File: src/rtl/list_walk_ctrl_pkg.sv
// Shared types and constants for the linked-list length walker.
// Node layout, null pointer and error codes live here.
package list_walk_ctrl_pkg;

    localparam int WORD_W   = 24;
    localparam int LEN_W    = 16;
    localparam int MAX_LEN  = 65535;
    localparam int NEXT_OFS = 0;
    localparam int PREV_OFS = 1;
    localparam int NULL_PTR = 0;

    localparam logic [1:0] ERR_NONE = 2'd0;
    localparam logic [1:0] ERR_LINK = 2'd1;
    localparam logic [1:0] ERR_OVF  = 2'd2;

    typedef enum logic [2:0] {
        S_IDLE,
        S_RD_NEXT,
        S_WT_NEXT,
        S_RD_PREV,
        S_WT_PREV,
        S_STEP,
        S_FIN
    } state_e;

endpackage

File: src/rtl/list_walk_ctrl_ptr_null_cmp.sv
// Null-pointer detector: unsigned equality against NULL_PTR.
// Replaces a less-than-zero test that could never fire.
module ptr_null_cmp
    import list_walk_ctrl_pkg::*;
#(
    parameter int word_size = WORD_W
) (
    input  logic [word_size-1:0] ptr,
    output logic                 is_null
);

    assign is_null = (ptr == word_size'(NULL_PTR));

endmodule

File: src/rtl/list_walk_ctrl.sv
// Start/done sequencer that walks a doubly-linked list in memory,
// counting nodes and checking each back-link on the way.
module list_walk_ctrl
    import list_walk_ctrl_pkg::*;
#(
    parameter int word_size = WORD_W,
    parameter int len_w     = LEN_W,
    parameter int max_len   = MAX_LEN,
    parameter int next_ofs  = NEXT_OFS,
    parameter int prev_ofs  = PREV_OFS
) (
    input  logic                 clk,
    input  logic                 reset,
    input  logic                 start,
    input  logic [word_size-1:0] head_ptr,
    output logic                 mem_rd_en,
    output logic [word_size-1:0] mem_addr,
    input  logic                 mem_rd_valid,
    input  logic [word_size-1:0] mem_rd_data,
    output logic                 busy,
    output logic                 done,
    output logic [len_w-1:0]     length,
    output logic [1:0]           err
);

    localparam logic [word_size-1:0] NOFS = word_size'(next_ofs);
    localparam logic [word_size-1:0] POFS = word_size'(prev_ofs);
    localparam logic [len_w-1:0]     LMAX = len_w'(max_len);

    state_e               state_q, state_d;
    logic [word_size-1:0] cur_q, cur_d;
    logic [word_size-1:0] prev_q, prev_d;
    logic [word_size-1:0] next_q, next_d;
    logic [word_size-1:0] addr_q, addr_d;
    logic                 rd_en_q, rd_en_d;
    logic                 busy_q, busy_d;
    logic                 done_q, done_d;
    logic [len_w-1:0]     len_q, len_d;
    logic [1:0]           err_q, err_d;

    logic                 head_null;
    logic                 next_null;
    logic [len_w-1:0]     len_inc;

    ptr_null_cmp #(.word_size(word_size)) u_head_null (
        .ptr     (head_ptr),
        .is_null (head_null)
    );

    ptr_null_cmp #(.word_size(word_size)) u_next_null (
        .ptr     (next_q),
        .is_null (next_null)
    );

    assign len_inc = len_q + 1'b1;

    always_comb begin
        state_d = state_q;
        cur_d   = cur_q;
        prev_d  = prev_q;
        next_d  = next_q;
        addr_d  = addr_q;
        rd_en_d = 1'b0;
        busy_d  = busy_q;
        done_d  = 1'b0;
        len_d   = len_q;
        err_d   = err_q;
        unique case (state_q)
            S_IDLE: begin
                // the done cycle is still IDLE, but start is not taken there
                if (start && !done_q) begin
                    cur_d  = head_ptr;
                    prev_d = '0;
                    len_d  = '0;
                    err_d  = ERR_NONE;
                    busy_d = 1'b1;
                    if (head_null) begin
                        state_d = S_FIN;
                    end else begin
                        state_d = S_RD_NEXT;
                        rd_en_d = 1'b1;
                        addr_d  = head_ptr + NOFS;
                    end
                end
            end
            S_RD_NEXT: state_d = S_WT_NEXT;
            S_WT_NEXT: begin
                if (mem_rd_valid) begin
                    next_d  = mem_rd_data;
                    state_d = S_RD_PREV;
                    rd_en_d = 1'b1;
                    addr_d  = cur_q + POFS;
                end
            end
            S_RD_PREV: state_d = S_WT_PREV;
            S_WT_PREV: begin
                if (mem_rd_valid) begin
                    if (mem_rd_data != prev_q) begin
                        err_d   = ERR_LINK;
                        state_d = S_FIN;
                    end else begin
                        state_d = S_STEP;
                    end
                end
            end
            S_STEP: begin
                len_d = len_inc;
                if (next_null) begin
                    state_d = S_FIN;
                end else if (len_inc == LMAX) begin
                    err_d   = ERR_OVF;
                    state_d = S_FIN;
                end else begin
                    prev_d  = cur_q;
                    cur_d   = next_q;
                    state_d = S_RD_NEXT;
                    rd_en_d = 1'b1;
                    addr_d  = next_q + NOFS;
                end
            end
            S_FIN: begin
                done_d  = 1'b1;
                busy_d  = 1'b0;
                state_d = S_IDLE;
            end
            default: state_d = S_IDLE;
        endcase
    end

    always_ff @(posedge clk or posedge reset) begin
        if (reset) begin
            state_q <= S_IDLE;
            cur_q   <= '0;
            prev_q  <= '0;
            next_q  <= '0;
            addr_q  <= '0;
            rd_en_q <= 1'b0;
            busy_q  <= 1'b0;
            done_q  <= 1'b0;
            len_q   <= '0;
            err_q   <= ERR_NONE;
        end else begin
            state_q <= state_d;
            cur_q   <= cur_d;
            prev_q  <= prev_d;
            next_q  <= next_d;
            addr_q  <= addr_d;
            rd_en_q <= rd_en_d;
            busy_q  <= busy_d;
            done_q  <= done_d;
            len_q   <= len_d;
            err_q   <= err_d;
        end
    end

    assign mem_rd_en = rd_en_q;
    assign mem_addr  = addr_q;
    assign busy      = busy_q;
    assign done      = done_q;
    assign length    = len_q;
    assign err       = err_q;

endmodule

File: config.mk
export PLATFORM = sky130hd
export DESIGN_NAME = list_walk_ctrl
export DESIGN_NICKNAME = d
export VERILOG_FILES = /design/src/rtl/list_walk_ctrl_pkg.sv /design/src/rtl/list_walk_ctrl_ptr_null_cmp.sv /design/src/rtl/list_walk_ctrl.sv
export SDC_FILE = /design/constraint.sdc
export NUM_CORES = 1
export LEC_CHECK = 0
export BUFFER_PORTS_ARGS = -buffer_cell sky130_fd_sc_hd__buf_2
export CAP_MARGIN = 20
export CORE_ASPECT_RATIO = 0.6
export CORE_MARGIN = 4
export CORE_UTILIZATION = 35
export CTS_CLUSTER_DIAMETER = 150
export DETAILED_ROUTE_END_ITERATION = 12
export SYNTH_ARGS = -nofsm -noshare
export SYNTH_HDL_FRONTEND = slang
export SYNTH_HIERARCHICAL = 1
export SYNTH_SLANG_ARGS = --single-unit
export TNS_END_PERCENT = 10
File: constraint.sdc
create_clock -name clk -period 8 [get_ports clk]
set_input_delay 2.4 -clock clk [delete_from_list [all_inputs] [get_ports clk]]
set_output_delay 2.4 -clock clk [all_outputs]
set_load 0.01 [all_outputs]
# Yosys cells after proc, flatten, opt, wreduce, memory -nomap -nowiden
# Index checks and enable logic that the tools add are counted.
[word_totals]
reg_bits = 120
inputBits = 52
output_inout_bits = 45
elab_cells = 81
[op_classes]
add_sub_neg = 2
eq_ne = 16
muxes = 37
reduce_logical = 16
[ops]
columns = ["op", "n"]
rows = [
  ["$mux W24", 9],
  ["$pmux W24 S2", 2],
  ["$pmux W24 S3", 1],
  ["$logic_not A24 Y1", 2],
  ["$pmux W16 S2", 1],
  ["$add A24 B1 Y24 const B", 1],
  ["$ne A24 B24 Y1", 1],
  ["$mux W3", 6],
  ["$pmux W3 S6", 1],
  ["$add A16 B1 Y16 const B", 1],
  ["$eq A16 B16 Y1 const B", 1],
  ["$mux W16", 1],
  ["$ne A2 B2 Y1 const B", 8],
  ["$mux W2", 6],
  ["$reduce_and A6 Y1", 2],
  ["$eq A3 B3 Y1 const B", 3],
  ["$mux W1", 7],
  ["$eq A3 B2 Y1 const B", 2],
  ["$pmux W2 S3", 1],
  ["$reduce_and A2 Y1", 3],
  ["$reduce_bool A3 Y1", 2],
  ["$reduce_and A4 Y1", 1],
  ["$reduce_bool A2 Y1", 2],
  ["$eq A3 B1 Y1 const B", 1],
  ["6 further kinds", 6],
]

# Longest topological paths before layout
[depth]
word_depth = 5
ltp_mapped = 10
depth_no_buf = 8

# Cells and area by module
# The synthesis kept the hierarchy.
[by_module_without_submodules]
columns = ["mod", "instances", "cells_each", "area_each_um2", "seq_area_each_um2"]
rows = [
  ["list_walk_ctrl", 1, 640, 6276.0, 3002.9],
  ["ptr_null_cmp", 2, 9, 57.6, 0.0],
]

# Least setup slack after synthesis
# Ideal clock, no wire load.
[synth_timing]
path_type = "input-to-reg"
from = "input start"
to = "register cur_q[10]"
setup_ns = 0.147
arrival_time_ns = 4.152
t_required_ns = 7.853
setup_slack_ns = 3.701
path_stages = 8
path_buffers = 2
path_cell_list = "or3b_2 nor2_1 a21oi_1 or2_2 clkbuf_1 nor3_1 clkbuf_1 a221oi_1"
[synth_via]
elab_chain_len = 3
[synth_lines]
columns = ["item", "line", "rtl"]
rows = [
  ["from (decl)", "list_walk_ctrl.sv:14", "input logic start,"],
  ["$logic_and A1 B1 Y1", "list_walk_ctrl.sv:71", "if (start && !done_q) begin"],
  ["$ne A2 B2 Y1 (no line)", "--", ""],
  ["$reduce_and A4 Y1 (no line)", "--", ""],
  ["to (signal assigned)", "list_walk_ctrl.sv:144", "cur_q <= cur_d;"],
  ["to (decl)", "list_walk_ctrl.sv:31", "logic [word_size-1:0] cur_q, cur_d;"],
]
# No other way between the ends.
# A chain may end at the register's enable or synchronous reset.

# Worst setup path after layout
[layout_timing]
from = "input head_ptr[1]"
to = "register addr_q[17] (netlist: mem_addr[17])"
[layout_via]
elab_chain_len = 3
[layout_lines]
columns = ["item", "line", "rtl"]
rows = [
  ["from (decl)", "list_walk_ctrl.sv:15", "input logic [word_size-1:0] head_ptr,"],
  ["$logic_not A24 Y1", "list_walk_ctrl_ptr_null_cmp.sv:12", "assign is_null = (ptr == word_size'(NULL_PTR));"],
  ["named net head_null", "list_walk_ctrl.sv:41", "logic head_null;"],
  ["$ne A2 B2 Y1 (no line)", "--", ""],
  ["$reduce_and A6 Y1 (no line)", "--", ""],
  ["to (signal assigned)", "list_walk_ctrl.sv:147", "addr_q <= addr_d;"],
  ["to (decl)", "list_walk_ctrl.sv:34", "logic [word_size-1:0] addr_q, addr_d;"],
]
# The timed path passes the listed nets, and every way through them passes these cells.

==> key figures <==
Min path
  – Worst Hold Depth: 1
  – Worst Hold Class: flip-flop to flip-flop
  – Hold path start: mem_addr[6]

Clocking
  – Hold buffers post-CTS: 0
  – Setup Buffers After CTS: 0
  – Post-CTS resize count: 0
  – Clock Tree Buf Depth: 2
  – CTS tree: built
  – Clock Sinks: 120
  – Clock latency on the worst-skew pair: 0.41 ns
  – Root Buffer: clkbuf_16
  – Num CTS Buffers: 17
  – Worst-path clk slew: 0.05 ns
  – H-tree Lvls: 4

Pwr
  – LEAKAGE: 3.54 nW
  – Power Density: 384 nW/µm²
  – VDD IR-drop max: 0.182 mV

Worst setup path
  – CP arrival: 5.63 ns
  – Worst setup SP type: input port
  – Reg2reg setup slack: 4.70 ns
  – Worst Setup SP: head_ptr[1]
  – Worst path required time: 8.26 ns
  – CP Capture Type: flip-flop
  – Crit Path Max Fanout: 20
  – R2r startpoint: next_q[14]
  – Worst Reg-to-Reg Cells: 8
  – Critical path type: input port to flip-flop
  – Reg-to-Reg End: mem_addr[17]
  – Setup crit end: mem_addr[17]

Drt
  – Vias/cell: 5.70
  – Antenna-violating nets left: 0
  – # DRC: 0
  – DR pass1 iterations: 7
  – Routed wire length: 20,600 µm
  – Drt wl/cell: 20.8 µm
  – Iter 0 DRT Violations: 660
  – Vias: 5,647

Die
  – Area of the die: 20,600 µm²
  – Die height: 113 µm
  – I/O Pins: 97
  – Total core area: 17,500 µm²
  – Die W: 182 µm
  – Cell Rows: 37
  – Initial core utilization: 36.5%

Global route
  – Number of global-route vias before repair: 5,336
  – Largest net degree at the start of global routing: 72
  – First-pass GRT wire length: 32,300 µm
  – Tot GR Track Use: 20.3%
  – Total grt overflow: 0
  – Initial antenna violation count: 0

Placement
  – Post-DP HPWL: 14,500 µm
  – I/O Buffers: 96
  – Place WS: 2.21 ns
  – RD Place Congestion: 0.851

STA
  – Max_slew headroom: 35.9%
  – Final worst path period share: 67.1%
  – Final hold violations: 0
  – Clock Skew: 0.00955 ns
  – Final Critical Period: 5.37 ns
  – RSZ-0062 raised after global routing: false
  – Worst Tran Pin Value: 0.958 ns
  – Slew Viols, Final: 0
  – Setup TNS: 0 ns
  – Fin worst setup slack: 2.63 ns
  – Final Setup Violations: 0
  – Max frequency: 0.186 GHz

Logic synthesis
  – Asr flop ratio synth: 100%
  – Largest area contributor in the netlist: dfrtp_1
  – Post-synth top area share: 47.0%
  – YS warnings: 6
  – Avg Cell Area, Syn: 9.71 µm²
  – Mapped cell area: 6390 µm²
  – Count leader, synth: dfrtp_1
  – Most area-consuming cells after synthesis: dfrtp_1 (47%), xnor2_1 (4.8%), mux2_2 (4.8%), o21ai_0 (4.2%), nand2_1 (3.9%)
  – Top_reg_cell synth: dfrtp_1
  – Register area share after synthesis: 47.0%
  – Seq cells post-synth: 120
  – Commonest cells post-synth: dfrtp_1 (120), nand2_1 (67), o21ai_0 (53)
  – EDFF count, synth: 0
  – Post-synthesis net count: 713
  – Cell variety after synth: 49
  – Synth Instances: 658

Finish
  – Layout cells sized above 1: 23.0%
  – Diodes inserted: 0
  – Area Overhead vs Synth: 21.2%
  – Fin nets: 799

Job
  – Maximum Capacitance Violations: 0

Status
  – Status: completed
## metal layers
| metal | routed length, µm | GRT usage, % | share of wire, % |
|---|---|---|---|
| met5 | 0 | 0 | 0 |
| met4 | 160 | 4.35 | 0.78 |
| met3 | 2100 | 6.15 | 10 |
| met2 | 7930 | 25.8 | 39 |
| met1 | 10400 | 32.9 | 51 |
## layout make-up
cell class / count / area [µm²]
fillers: 1722 / 9750
multi-input cells: 466 / 3110
flip-flops and latches: 120 / 3000
repair buffers: 106 / 568
clock buffers: 23 / 478
well taps: 234 / 293
clock inverters: 8 / 168
inverters: 33 / 126
## worst max-delay path, cell delays in order
cell      delay [ns]
buf_2           0.12
nor4_1          0.74
nand4_1         0.16
nor2_1          0.27
o31ai_1         0.11
nand2_1         0.58
a21boi_2        0.82
buf_4           0.32
o22ai_1         0.11
## sequential cells by signal, indices dropped and copies added, names as in the netlist
register,flops
err,2
length,16
state_q,3
mem_addr,24
mem_rd_en,1
busy,1
prev_q,24
done,1
next_q,24
cur_q,24
## worst min-delay path by stage
stage	end	slack, ns
6_report	mem_addr[6]	0.50
3_3_place_gp	mem_addr[6]	0.48
3_5_place_dp	mem_addr[6]	0.49
4_1_cts	mem_addr[6]	0.50
2_1_floorplan	prev_q[14]	0.49
5_1_grt	mem_addr[6]	0.53
## placed cells by master (no fill, tap or decap), types with 3 or more instances in the layout
| cell | Yosys | layout |
|---|---|---|
| dfrtp_1 | 120 | 120 |
| buf_2 | 3 | 96 |
| nand2_1 | 67 | 67 |
| o21ai_0 | 53 | 53 |
| nor2_1 | 47 | 47 |
| xnor2_1 | 35 | 35 |
| inv_1 | 33 | 32 |
| mux2_2 | 27 | 27 |
| a221oi_1 | 25 | 25 |
| a22o_1 | 24 | 24 |
| mux2i_1 | 23 | 23 |
| o22ai_1 | 21 | 21 |
| nand4_1 | 20 | 20 |
| clkbuf_16 | 0 | 17 |
| nand3_1 | 15 | 15 |
| nor4_1 | 14 | 14 |
| xor2_1 | 12 | 12 |
| a21oi_1 | 12 | 12 |
| nor3_1 | 10 | 9 |
| buf_4 | 2 | 9 |
| o31ai_1 | 8 | 8 |
| a31oi_1 | 7 | 7 |
| and3_1 | 5 | 5 |
| bufinv_16 | 0 | 5 |
| and4_1 | 4 | 4 |
| and2_1 | 4 | 4 |
| nor4_2 | 3 | 3 |
| a22oi_1 | 3 | 3 |
| ha_1 | 3 | 3 |
| clkbuf_1 | 28 | 3 |
| clkbuf_8 | 0 | 3 |
## power by group
| group | internal [mW] | switching [mW] | leakage, nW | total (mW) |
|---|---|---|---|---|
| logic | 0.444 | 0.591 | 1.72 | 1.04 |
| clock network | 0.575 | 0.277 | 0.313 | 0.852 |
| registers | 0.846 | 0.243 | 1.51 | 1.09 |
## logic make-up after synthesis
| kind of cell | after synthesis | share of synthesized area [%] |
|---|---|---|
| simple gates | 204 | 15.8 |
| compound gates | 162 | 17.2 |
| flops | 120 | 47.0 |
| buf+inv | 72 | 4.64 |
| mux | 50 | 8.36 |
| xor+xnor | 47 | 6.44 |
| fa+ha+maj | 3 | 0.587 |
## metrics by stage
stage	std cells	hold WS (ns)	utilization, %	power [mW]	instance area (µm²)
3_5_place_dp	959	0.493	40.6	2.11	7100
4_1_cts	990	0.505	44.3	2.97	7750
6_report	990	0.504	44.3	2.98	7750
5_1_grt	990	0.528	44.3	3.15	7750
2_1_floorplan	658	0.487	-	1.76	6390
3_3_place_gp	958	0.484	40.5	2.10	7080
No activity file was read; power rests on OpenSTA's default activity.
